[config.mk]
export PLATFORM = sky130hd
export DESIGN_NAME = alu_unit
export DESIGN_NICKNAME = d
export VERILOG_FILES = /design/src/rtl/alu_pkg.sv /design/src/rtl/alu_unit.sv
export SDC_FILE = /design/constraint.sdc
export NUM_CORES = 1
export LEC_CHECK = 0
export BUFFER_PORTS_ARGS = -buffer_cell sky130_fd_sc_hd__buf_4
export CAP_MARGIN = 15
export CORE_ASPECT_RATIO = 0.5
export CORE_MARGIN = 2
export CORE_UTILIZATION = 55
export DETAILED_ROUTE_END_ITERATION = 12
export GPL_TIMING_DRIVEN = 0
export HOLD_SLACK_MARGIN = 0.06
export PLACE_DENSITY = 0.79
export RECOVER_POWER = 100
export SLEW_MARGIN = 10
export SYNTH_ARGS = -nofsm -noshare
export SYNTH_HDL_FRONTEND = slang
export SYNTH_SLANG_ARGS = --single-unit
export TNS_END_PERCENT = 1
[constraint.sdc]
create_clock -name CLK -period 8.3 [get_ports CLK]
set_input_delay 1.245 -clock CLK [delete_from_list [all_inputs] [get_ports CLK]]
set_output_delay 1.245 -clock CLK [all_outputs]
set_load 0.1 [all_outputs]
[src/rtl/alu_pkg.sv]
// Shared definitions for the ALUSystem ALU: function-select opcodes and flag bit positions.
package alu_pkg;

  localparam logic [3:0] ALU_PASSA = 4'b0000;
  localparam logic [3:0] ALU_PASSB = 4'b0001;
  localparam logic [3:0] ALU_NOTA  = 4'b0010;
  localparam logic [3:0] ALU_NOTB  = 4'b0011;
  localparam logic [3:0] ALU_ADD   = 4'b0100;
  localparam logic [3:0] ALU_ADC   = 4'b0101;
  localparam logic [3:0] ALU_SUB   = 4'b0110;
  localparam logic [3:0] ALU_AND   = 4'b0111;
  localparam logic [3:0] ALU_OR    = 4'b1000;
  localparam logic [3:0] ALU_XOR   = 4'b1001;
  localparam logic [3:0] ALU_LSL   = 4'b1010;
  localparam logic [3:0] ALU_LSR   = 4'b1011;
  localparam logic [3:0] ALU_ASL   = 4'b1100;
  localparam logic [3:0] ALU_ASR   = 4'b1101;
  localparam logic [3:0] ALU_CSL   = 4'b1110;
  localparam logic [3:0] ALU_CSR   = 4'b1111;

  localparam int FLAG_Z = 3;
  localparam int FLAG_C = 2;
  localparam int FLAG_N = 1;
  localparam int FLAG_O = 0;

endpackage

[src/rtl/alu_unit.sv]
// 8-bit ALU: combinational result from FunSel/A/B and the stored carry,
// with a {Z,C,N,O} flag register updated on every rising clock edge.
module alu_unit
  import alu_pkg::*;
#(
  parameter int WIDTH = 8
) (
  input  logic             CLK,
  input  logic             RST,
  input  logic [3:0]       FunSel,
  input  logic [WIDTH-1:0] A,
  input  logic [WIDTH-1:0] B,
  output logic [WIDTH-1:0] OutALU,
  output logic [3:0]       OutFlag
);

  logic [WIDTH:0] sumExt;
  logic           carryCur;
  logic           carryNext;
  logic           ovfNext;
  logic [3:0]     flagNext;

  assign carryCur = OutFlag[FLAG_C];

  // Result and next-flag computation; C and O hold unless the op defines them.
  always_comb begin
    OutALU    = A;
    sumExt    = {(WIDTH+1){1'b0}};
    carryNext = carryCur;
    ovfNext   = OutFlag[FLAG_O];
    case (FunSel)
      ALU_PASSA: OutALU = A;
      ALU_PASSB: OutALU = B;
      ALU_NOTA:  OutALU = ~A;
      ALU_NOTB:  OutALU = ~B;
      ALU_ADD: begin
        sumExt    = {1'b0, A} + {1'b0, B};
        OutALU    = sumExt[WIDTH-1:0];
        carryNext = sumExt[WIDTH];
        ovfNext   = (A[WIDTH-1] == B[WIDTH-1]) && (OutALU[WIDTH-1] != A[WIDTH-1]);
      end
      ALU_ADC: begin
        sumExt    = {1'b0, A} + {1'b0, B} + {{WIDTH{1'b0}}, carryCur};
        OutALU    = sumExt[WIDTH-1:0];
        carryNext = sumExt[WIDTH];
        ovfNext   = (A[WIDTH-1] == B[WIDTH-1]) && (OutALU[WIDTH-1] != A[WIDTH-1]);
      end
      ALU_SUB: begin
        // Two's-complement subtract: carry-out set means no borrow.
        sumExt    = {1'b0, A} + {1'b0, ~B} + {{WIDTH{1'b0}}, 1'b1};
        OutALU    = sumExt[WIDTH-1:0];
        carryNext = sumExt[WIDTH];
        ovfNext   = (A[WIDTH-1] != B[WIDTH-1]) && (OutALU[WIDTH-1] != A[WIDTH-1]);
      end
      ALU_AND: OutALU = A & B;
      ALU_OR:  OutALU = A | B;
      ALU_XOR: OutALU = A ^ B;
      ALU_LSL: begin
        OutALU    = {A[WIDTH-2:0], 1'b0};
        carryNext = A[WIDTH-1];
      end
      ALU_LSR: begin
        OutALU    = {1'b0, A[WIDTH-1:1]};
        carryNext = A[0];
      end
      ALU_ASL: begin
        OutALU    = {A[WIDTH-2:0], 1'b0};
        carryNext = A[WIDTH-1];
        ovfNext   = A[WIDTH-1] ^ A[WIDTH-2];
      end
      ALU_ASR: begin
        OutALU    = {A[WIDTH-1], A[WIDTH-1:1]};
        carryNext = A[0];
      end
      ALU_CSL: begin
        OutALU    = {A[WIDTH-2:0], carryCur};
        carryNext = A[WIDTH-1];
      end
      ALU_CSR: begin
        OutALU    = {carryCur, A[WIDTH-1:1]};
        carryNext = A[0];
      end
      default: OutALU = A;
    endcase
    flagNext         = 4'b0000;
    flagNext[FLAG_Z] = (OutALU == {WIDTH{1'b0}});
    flagNext[FLAG_C] = carryNext;
    flagNext[FLAG_N] = OutALU[WIDTH-1];
    flagNext[FLAG_O] = ovfNext;
  end

  // Flag register: synchronous clear, otherwise load every cycle.
  always_ff @(posedge CLK) begin
    if (RST) begin
      OutFlag <= 4'b0000;
    end else begin
      OutFlag <= flagNext;
    end
  end

endmodule

# == Word-level counts from Yosys, hierarchy flattened ==
# Index checks and enable logic that the tools add are counted.
# word_totals
latchBits,0
n_memories,0
reg_bits,4
romBits,0
inputBits,22
output_inout_bits,12
mem_bits_rw,0
# classes
div_mod_pow,0
n_reduce_logical,10
bitwise_logic,6
magnitude_cmp,0
add_sub_neg,4
mux,3
eq_ne,20
mul,0
shifts,0
# op_table
cell,count
$pmux W8 S15,1
$eq A4 B4 Y1 const B,8
$add A8 B8 Y9,2
$eq A4 B3 Y1 const B,4
$not A8 Y8,2
$add A9 B1 Y9,1
$add A9 B1 Y9 const B,1
$and A8 B8 Y8,1
$eq A4 B2 Y1 const B,2
$logic_not A8 Y1,1
$or A8 B8 Y8,1
$xor A8 B8 Y8,1
$reduce_or A3 Y1,2
$pmux W1 S5,1
$reduce_bool A5 Y1,1
$eq A4 B1 Y1 const B,1
$logic_not A4 Y1,1
$ne A1 B1 Y1,4
$pmux W1 S4,1
$reduce_bool A4 Y1,1
$logic_and A1 B1 Y1,3
$reduce_or A2 Y1,1
$eq A1 B1 Y1,1
$xor A1 B1 Y1,1

# == Depth between registers and ports, before layout ==
# depth
word_depth,6
ltp_mapped,12
mapped_depth_nobuf,12

# == Worst setup path after synthesis ==
# OpenSTA, ideal clock, no wires.
# synth_timing
kind,input port to output port
startpoint,input port A[0]
endpoint,output port OutALU[6]
t_arrival_ps,4728
path_stages,9
slack_ps,2327
n_path_buf,0
required_ps,7055
path_cell_list,ha_1 > fa_1 > a211o_1 > and2_1 > nor4_1 > nand3_1 > xnor2_1 > nand2_1 > a31oi_1
# synth_between
elab_chain_len,3
word_cells_on_any_way,5
classes_between,add/sub: 4; mux: 1
# synth_lines
element,line,source
from (decl),alu_unit.sv:11,"input logic [WIDTH-1:0] A,"
"$add A8 B8 Y9, on equally long branches","alu_unit.sv:50, alu_unit.sv:37, alu_unit.sv:43",
"$add A9 B1 Y9, on equally long branches","alu_unit.sv:50, alu_unit.sv:43",
$pmux W8 S15 *,alu_unit.sv:31,case (FunSel)
to (decl),alu_unit.sv:13,"output logic [WIDTH-1:0] OutALU,"
# Every way passes the cells marked *; elsewhere a longest branch is shown, timed or not.

# == Worst setup path after layout ==
# layout_timing
startpoint,input port A[0]
endpoint,output port OutALU[7]
# Same word-level chain as after synthesis.

==> results_dict.tcl <==
set metrics [dict create \
    drt-initial-drc-count 376 \
    start_util_pct 57.9 \
    final.period_utilization_pct 79.1 \
    synth_top_area_share_pct 14.3 \
    dpl.hpwl_um 6560 \
    clk_pin_slew_ps 30 \
    dieWidth_um 94.9 \
    tightest_slew_ps 1170 \
    worst-path-buf-inv 3 \
    ir_drop_uv 53.5 \
    p_clk_share_pct 14.2 \
    synthCells 340 \
    largest_reg_flops 4 \
    placed_area_sq_mm 0.00258 \
    drc_errors 0 \
    yosys_warnings 0 \
    clk_latency_ps 220 \
    cts_sinks 4 \
    drive_gt1_share_pct 10.7 \
    firstDrtPassIters 5 \
    htreeDepth 1 \
    antenna_found_initial 0 \
    grt_usage_pct 36.3 \
    end_kind "primary output" \
    io_buffers 32 \
    hold_path.class "reg2reg" \
    io_pins 34 \
    routed_wl_um 8460 \
    p_leak_nw 1.06 \
    cts_resized 0 \
    overflow 0 \
    ys_seq_area_share_pct 3.53 \
    synth_area_leaders "ha_1 14%, a21oi_1 5.5%, o21ai_0 4.4%" \
    std_cell_rows 16 \
    seqPwrFrac_pct 7.7 \
    cts_hold_buf 0 \
    clock-root-buffer "clkbuf_8" \
    hold_viol 0 \
    finish.net_count 427 \
    path_cells "clkbuf_1 -> ha_1 -> fa_1 -> a211o_1 -> and2_0 -> nor4_1 -> and3_1 -> nand2_1 -> xor2_1 -> o22ai_1 -> buf_4 -> clkbuf_1" \
    finalInstanceArea_sq_mm 0.00257 \
    tns_ps 0 \
    final_util_pct 65.5 \
    numCtsBuffers 3 \
    crit_required_ps 7050 \
    largest_register "OutFlag" \
    vias 2959 \
    crit_top_cell "clkbuf_1" \
    setup_viol 0 \
    die-area_sq_mm 0.00469 \
    slew_violations 0 \
    synthArstFlopShare_pct 0 \
    pre_cts_ws_ps 2510 \
    diodes 0 \
    layout_commonest_cell "clkbuf_1" \
    critPathSlowestCell "clkbuf_1" \
    synth_area_sq_mm 0.00227 \
    ys_ff_latch 4 \
    combinationalPowerShare_pct 78.1 \
    totalPowerFinal_uw 287 \
    core_sq_mm 0.00392 \
    p_sw_uw 169 \
    n_fill_cell 387 \
    final_cell_mix "27 x clkbuf_1, 26 x nor2_1, 26 x ha_1, 25 x inv_1, 25 x a21oi_1" \
    clockBufferDepth 2 \
    fmax_mhz 152 \
    critPathKind "in2out" \
    switching_share_pct 59.0 \
    p_per_area_mw_per_mm2 111 \
    slowest_delay_ps 850 \
    startpoint_type "input port" \
    viasPerCell 6.90 \
    outcome "finished clean" \
    cts_tree "yes" \
    synthFlopType "dfxtp_1" \
    grt_pass1_wl_um 13100 \
    first_global_vias 2500 \
    die_h_um 49.4 \
    synth.largest_area_cell "ha_1" \
    slew_headroom_pct 22.5 \
    post_cts_buffers 0 \
    skew_ps 0.919 \
    synth_edf_count 0 \
    drv_cap 0 \
    postRouteAntennaNets 0 \
    ys_types 68 \
    critPathMaxFanout 6 \
    fin_ws_ps 1730 \
    place_congestion 0.993 \
    path_delay_family "simple AND/OR/NAND/NOR gates" \
    grt_max_degree 11 \
    synth_nets 390 \
    largestRegisters "OutFlag: 4 flops" \
    rsz0062_at_grt "false" \
    synthToLayoutAreaGrowth_pct 13.2 \
    p_int_uw 117 \
    routedWlPerCell_um 19.7 \
    post-route-min-period_ps 6570 \
    crit_arrival_ps 5320 \
    avgSynthCellArea_sq_um 6.68 \
]
==> kinds of logic after synthesis <==
group           Yosys count  synth area share, %
compound gates          123                 37.5
xor+xnor                 12                 5.23
fa+ha+maj                28                 16.1
buf+inv                  52                 9.81
flops                     4                 3.53
mux                       3                 1.38
simple gates            118                 26.5
==> routing by layer <==
metal	share of wire [%]	global-route usage (%)	routed length, um	up-vias
met5	0	0	0	-
met4	0.52	4.83	44	0
met3	16	8.81	1400	13
met2	40	49.6	3390	239
met1	43	57.3	3630	1369
li1	-	-	-	1338
==> per-stage QoR <==
| step | instances | hold WS (ps) |
|---|---|---|
| final | 429 | 460 |
| after global routing | 429 | 508 |
| after CTS | 429 | 465 |
| after detailed placement | 426 | 460 |
| after global placement | 426 | 457 |
| after floorplan | 340 | 893 |
==> layout make-up <==
| type | count | area (sq um) | area share (%) |
|---|---|---|---|
| flip-flops and latches | 4 | 80.1 | 3.11 |
| repair buffers | 32 | 191 | 7.45 |
| plain buffers | 27 | 129 | 5.01 |
| multi-input cells | 284 | 1970 | 76.5 |
| clock buffers | 3 | 41.3 | 1.61 |
| inverters | 25 | 93.8 | 3.65 |
| well taps | 54 | 67.6 | 2.63 |
==> power groups by stage <==
stage	Clock, mW	Sequential, mW	Combinational, mW
finish	0.0408	0.0220	0.224
floorplan	0	0.0326	0.156
global route	0.0422	0.0223	0.237
global placement	0	0.0223	0.221
detailed placement	0	0.0223	0.224
CTS	0.0411	0.0220	0.225
==> cell usage after synthesis, drive strengths merged (5+ instances only) <==
| master | number |
|---|---|
| xnor2 | 5 |
| o22ai | 5 |
| buf | 13 |
| xor2 | 6 |
| nand2 | 24 |
| clkbuf | 14 |
| nor3 | 12 |
| o21bai | 5 |
| a31oi | 5 |
| o31ai | 7 |
| nand2b | 5 |
| nand3 | 16 |
| a221oi | 5 |
| inv | 25 |
| a21oi | 25 |
| nor2b | 7 |
| ha | 26 |
| and2 | 6 |
| a22oi | 6 |
| o21ai | 22 |
| nor2 | 26 |
==> worst min-delay path: stages (launching register included) <==
cell and delay [ps]:
dfxtp_1 290, inv_1 50, a221oi_1 60
==> final timing paths <==
path	to	depth (start not counted)	startpoint	slack [ps]
min	OutFlag[0]	2	OutFlag[0]	460
max	OutALU[7]	12	A[0]	1730
max reg2reg	OutFlag[3]	7	OutFlag[2]	5290
min reg2reg	OutFlag[0]	2	OutFlag[0]	460
Note: power is estimated with default switching activity, not from simulation.
